File: config.mk
export PLATFORM = sky130hd
export DESIGN_NAME = activity_led_stretch
export DESIGN_NICKNAME = d
export VERILOG_FILES = /design/src/rtl/activity_led_stretch.sv
export SDC_FILE = /design/constraint.sdc
export NUM_CORES = 1
export LEC_CHECK = 0
export CAP_MARGIN = 20
export CORE_MARGIN = 10
export CORE_UTILIZATION = 63
export DETAILED_ROUTE_END_ITERATION = 10
export PLACE_DENSITY = 0.8
export SLEW_MARGIN = 10
export SYNTH_ARGS = -nofsm -noshare
export SYNTH_HDL_FRONTEND = slang
export SYNTH_SLANG_ARGS = --single-unit
File: constraint.sdc
create_clock -name clk -period 4.8 [get_ports clk]
set_input_delay 0.96 -clock clk [delete_from_list [all_inputs] [get_ports clk]]
set_output_delay 0.96 -clock clk [all_outputs]
set_load 0.02 [all_outputs]
File: src/rtl/activity_led_stretch.sv
// ---------------------------------------------------------------------------
// activity_led_stretch
//  Stretches 1-cycle event strobes (frame RX/TX and similar) into a visible
//  LED blink. Each blink has a guaranteed minimum ON time and a minimum OFF
//  gap. Events that arrive during a blink are merged into at most one
//  follow-on blink.
//
//  Parameters
//   N          prescaler width; one time tick every 2^N clk cycles
//   ON_TICKS   LED on-time in ticks (0 behaves as 1)
//   OFF_TICKS  forced off-gap in ticks (0 behaves as 1)
//   TW         tick-counter width; must hold max(ON_TICKS, OFF_TICKS)
//
//  Ports
//   clk      in   system clock, all logic on posedge
//   reset    in   asynchronous active-high reset
//   evt      in   event strobe, sampled every clk
//   led      out  registered LED drive, active-high
//   busy     out  registered, 1 whenever the FSM is not idle
//   pending  out  registered, 1 while a follow-on blink is queued
// ---------------------------------------------------------------------------
module activity_led_stretch #(
    parameter int unsigned N         = 19,
    parameter int unsigned ON_TICKS  = 3,
    parameter int unsigned OFF_TICKS = 3,
    parameter int unsigned TW        = 4
) (
    input  logic clk,
    input  logic reset,
    input  logic evt,
    output logic led,
    output logic busy,
    output logic pending
);

    localparam logic [1:0] S_IDLE = 2'b00;
    localparam logic [1:0] S_ON   = 2'b01;
    localparam logic [1:0] S_OFF  = 2'b10;

    // Index of the final tick in each state; a zero count is treated as one tick.
    localparam logic [TW-1:0] ON_LAST  = (ON_TICKS  == 0) ? '0 : TW'(ON_TICKS  - 1);
    localparam logic [TW-1:0] OFF_LAST = (OFF_TICKS == 0) ? '0 : TW'(OFF_TICKS - 1);

    logic [1:0]    r_state;
    logic [N-1:0]  r_presc;
    logic [TW-1:0] r_tcnt;
    logic          r_pending;
    logic          r_led;
    logic          r_busy;

    logic [1:0]    w_state_nxt;
    logic [N-1:0]  w_presc_nxt;
    logic [TW-1:0] w_tcnt_nxt;
    logic          w_pending_nxt;
    logic          w_led_nxt;
    logic          w_busy_nxt;
    logic          w_tick;

    assign w_tick = (r_presc == {N{1'b1}});

    // State register, prescaler, tick counter and pending flag.
    always_ff @(posedge clk or posedge reset) begin
        if (reset) begin
            r_state   <= S_IDLE;
            r_presc   <= '0;
            r_tcnt    <= '0;
            r_pending <= 1'b0;
        end else begin
            r_state   <= w_state_nxt;
            r_presc   <= w_presc_nxt;
            r_tcnt    <= w_tcnt_nxt;
            r_pending <= w_pending_nxt;
        end
    end

    // Next-state logic. Timers restart from zero on every entry to ON or OFF.
    always_comb begin
        w_state_nxt   = r_state;
        w_presc_nxt   = r_presc + N'(1);
        w_tcnt_nxt    = r_tcnt + TW'(w_tick);
        w_pending_nxt = r_pending;
        case (r_state)
            S_IDLE: begin
                w_presc_nxt   = '0;
                w_tcnt_nxt    = '0;
                w_pending_nxt = 1'b0;
                if (evt) begin
                    w_state_nxt = S_ON;
                end
            end
            S_ON: begin
                if (evt) begin
                    w_pending_nxt = 1'b1;
                end
                if (w_tick && (r_tcnt == ON_LAST)) begin
                    w_state_nxt = S_OFF;
                    w_presc_nxt = '0;
                    w_tcnt_nxt  = '0;
                end
            end
            S_OFF: begin
                if (evt) begin
                    w_pending_nxt = 1'b1;
                end
                if (w_tick && (r_tcnt == OFF_LAST)) begin
                    // An event on the final OFF cycle counts as well as a queued one.
                    w_state_nxt   = (r_pending || evt) ? S_ON : S_IDLE;
                    w_presc_nxt   = '0;
                    w_tcnt_nxt    = '0;
                    w_pending_nxt = 1'b0;
                end
            end
            default: begin
                w_state_nxt   = S_IDLE;
                w_presc_nxt   = '0;
                w_tcnt_nxt    = '0;
                w_pending_nxt = 1'b0;
            end
        endcase
    end

    // Output decode from the next state so the registered outputs align with it.
    always_comb begin
        w_led_nxt  = 1'b0;
        w_busy_nxt = 1'b0;
        if (w_state_nxt == S_ON) begin
            w_led_nxt = 1'b1;
        end
        if (w_state_nxt != S_IDLE) begin
            w_busy_nxt = 1'b1;
        end
    end

    // Registered LED and busy outputs.
    always_ff @(posedge clk or posedge reset) begin
        if (reset) begin
            r_led  <= 1'b0;
            r_busy <= 1'b0;
        end else begin
            r_led  <= w_led_nxt;
            r_busy <= w_busy_nxt;
        end
    end

    assign led     = r_led;
    assign busy    = r_busy;
    assign pending = r_pending;

endmodule

==> metrics <==
status=complete, no violations; synthesized cell area=1390 um^2; Hold Startpoint=r_presc[0]; max_cap viols=0; number of port buffers=5; H-tree depth=1; final worst slack=2.41 ns; Period minus WS final=2.39 ns; Clock Tree Root=clkbuf_4; vias per inst=5.42; Post-Syn Area per Cell=10.2 um^2; Endpoint, Worst Hold=r_presc[0]; total die area=4490 um^2; Req. time, crit path=5.00 ns; Setup CP Type=reg2reg; n_diodes=0; Worst-Skew Late Latency=0.33 ns; post-detail-place hpwl=1800 um; Unique masters post-synth=31; sequential-to-total area share from yosys stat=50.3%; Routed Antenna Nets=0; Die Span X=67.0 um; pwr dens=359 nW/um^2; Tcrit/Tclk final=49.9%; Area Overhead vs Synth=9.61%; VDD IR max=0.465 mV; Fmax=418 MHz; Fillers=140; WP data arrival=2.60 ns; DRT Pass-1 Iters=4; Worst Clk Skew=0.00211 ns; vias in the first global route=960; Post-CTS Hold Fix Bufs=0; grt ovf=0; first-pass GRT wire length=4280 um; post-DR wirelength/cell=14.7 um; gp weighted congestion=0.738; Reg2Reg Setup Slack=2.41 ns; Net Count, Synth=147; Slew HR=52.5%; Syn Inst Count=137; Max Slew Vio Count=0; Leakage=0.672 nW; Core ar.=2020 um^2; Hold Fails Final Rpt=0; Finish-stage setup viols=0; post-CTS resize count=0; TNS Setup=0 ns; worst hold stages=1; Crit. End Element=register; DR iter-0 viols=29; postcts setup bufs=0; die height=67.0 um; # rows=16; # nets final=155; TritonCTS clock tree=yes; beginning of the worst register-to-register path=r_tcnt[0]; Initial Utilization=68.9%; Crit path largest cell delay=0.62 ns; pin count of the biggest net entering global routing=29; Worst R2R Path Depth=5; DRC viols=0; worst slew pin tran=0.713 ns; CP cell instances=or3b_1 -> or4b_4 -> nor3_2 -> nand2b_1 -> nor2_1; clock tree buffer depth=2; initial antenna violation count=0; CP Launch Type=register; worst r2r dst=r_presc[4]; critical-path maximum fanout=20; layout cells sized above 1=7.64%; Min-Delay Path Class=reg2reg; I/O pins=6; Syn. warnings=0; Overall Global Routing Usage=12.5%; Worst-path clk slew=0.14 ns; RSZ-0062 raised after global routing=false; Detailed Route WL=2510 um; vias=927; pre-CTS setup slack=2.41 ns; cts bufs inserted=3; #FFs+latches synth=28; CTS sink cnt=28; crit path max-delay cell type=nand2b_1
-- layout by cell type, fill, tap and decap left out, types with 2 or more instances in the layout --
cell,count
nand2_1,8
and2_1,3
and4_1,2
a21oi_1,3
xor2_1,11
dfrtp_1,28
nand3_1,6
nand4_1,5
nor3_1,2
o21ai_0,3
inv_1,6
clkbuf_4,3
or3_1,2
xnor2_1,6
ha_1,7
nor2b_1,2
nor2_1,27
clkdlybuf4s50_1,5
-- kinds of logic (layout without fill, tap and decap cells) --
logic type	after synthesis	count (layout)	share of synthesized area, %
and+or+nand+nor	64	64	23.5
adders and majority gates	7	7	6.29
muxes	1	1	0.719
buffers and inverters	9	16	2.61
AOI/OAI and AO/OA	11	11	5.84
DFF	28	28	50.3
xor gates and xnor gates	17	17	10.7
-- worst max-delay path: cells and delay by family (launching register included) --
kind,cells,cell delay (ns)
flip-flops,1,0.40
AND/OR/NAND/NOR,5,1.87
-- state kept, by name, indices dropped and copies added, names as in the netlist --
signal,count
r_state,2
r_tcnt,4
pending,1
led,1
r_presc,19
busy,1
-- worst max path at each step --
| stage | startpoint | end | slack (ns) | cells past startpoint |
|---|---|---|---|---|
| finish | r_tcnt[0] | r_presc[4] | 2.41 | 5 |
| global route | r_tcnt[0] | r_presc[7] | 2.17 | 5 |
| CTS | r_tcnt[0] | r_presc[4] | 2.39 | 5 |
| detailed placement | r_tcnt[0] | r_presc[5] | 2.41 | 5 |
| global placement | r_tcnt[0] | r_presc[13] | 2.46 | 5 |
| floorplan | r_presc[0] | r_tcnt[2] | 2.69 | 10 |
-- final cells by class --
cell class	instances	area (um^2)	area share, %
clock buffer	4	36.3	2.38
inverter	6	22.5	1.48
multi-input combinational	100	656	43.0
sequential	28	701	45.9
tap	27	33.8	2.21
timing repair buffer	6	77.6	5.08
-- routing by layer --
| layer | GRT usage [%] | wire length, um | share of wire [%] |
|---|---|---|---|
| met2 | 20.4 | 1260 | 50 |
| met1 | 14.5 | 1130 | 45 |
| met3 | 4.18 | 78 | 3.1 |
| met4 | 5.90 | 48 | 1.9 |
| met5 | 0 | 0 | 0 |
-- stage by stage --
step	cells	hold WS [ns]	utilization [%]	total power, mW	instance area [um^2]
6_report	171	0.499	75.5	0.548	1530
5_1_grt	171	0.530	75.5	0.581	1530
4_1_cts	170	0.495	74.1	0.551	1500
3_5_place_dp	166	0.477	72.3	0.436	1460
3_3_place_gp	166	0.460	72.3	0.426	1460
2_1_floorplan	137	0.446	-	0.387	1390
-- cell usage after synthesis (all sizes together) --
library cell / count / area (um^2)
a21boi: 1 / 7.51
a21oi: 3 / 15.0
a22oi: 1 / 7.51
and2: 3 / 18.8
and3: 1 / 6.26
and4: 2 / 17.5
buf: 2 / 10.0
clkbuf: 1 / 3.75
dfrtp: 28 / 701
ha: 7 / 87.6
inv: 6 / 22.5
mux2i: 1 / 10.0
nand2: 8 / 30.0
nand2b: 1 / 6.26
nand3: 6 / 30.0
nand4: 5 / 31.3
nor2: 27 / 101
nor2b: 2 / 12.5
nor3: 3 / 20.0
nor3b: 1 / 12.5
o21ai: 3 / 15.0
o221a: 1 / 11.3
o31a: 1 / 8.76
o32ai: 1 / 16.3
or2: 1 / 6.26
or3: 2 / 12.5
or3b: 1 / 8.76
or4b: 1 / 13.8
xnor2: 6 / 52.6
xor2: 11 / 96.3
-- power by group --
group / internal (mW) / switching [mW] / total, mW
Clock: 0.0465 / 0.0679 / 0.114
Combinational: 0.0600 / 0.0932 / 0.153
Sequential: 0.260 / 0.0208 / 0.281
No activity file was read; power rests on OpenSTA's default activity.
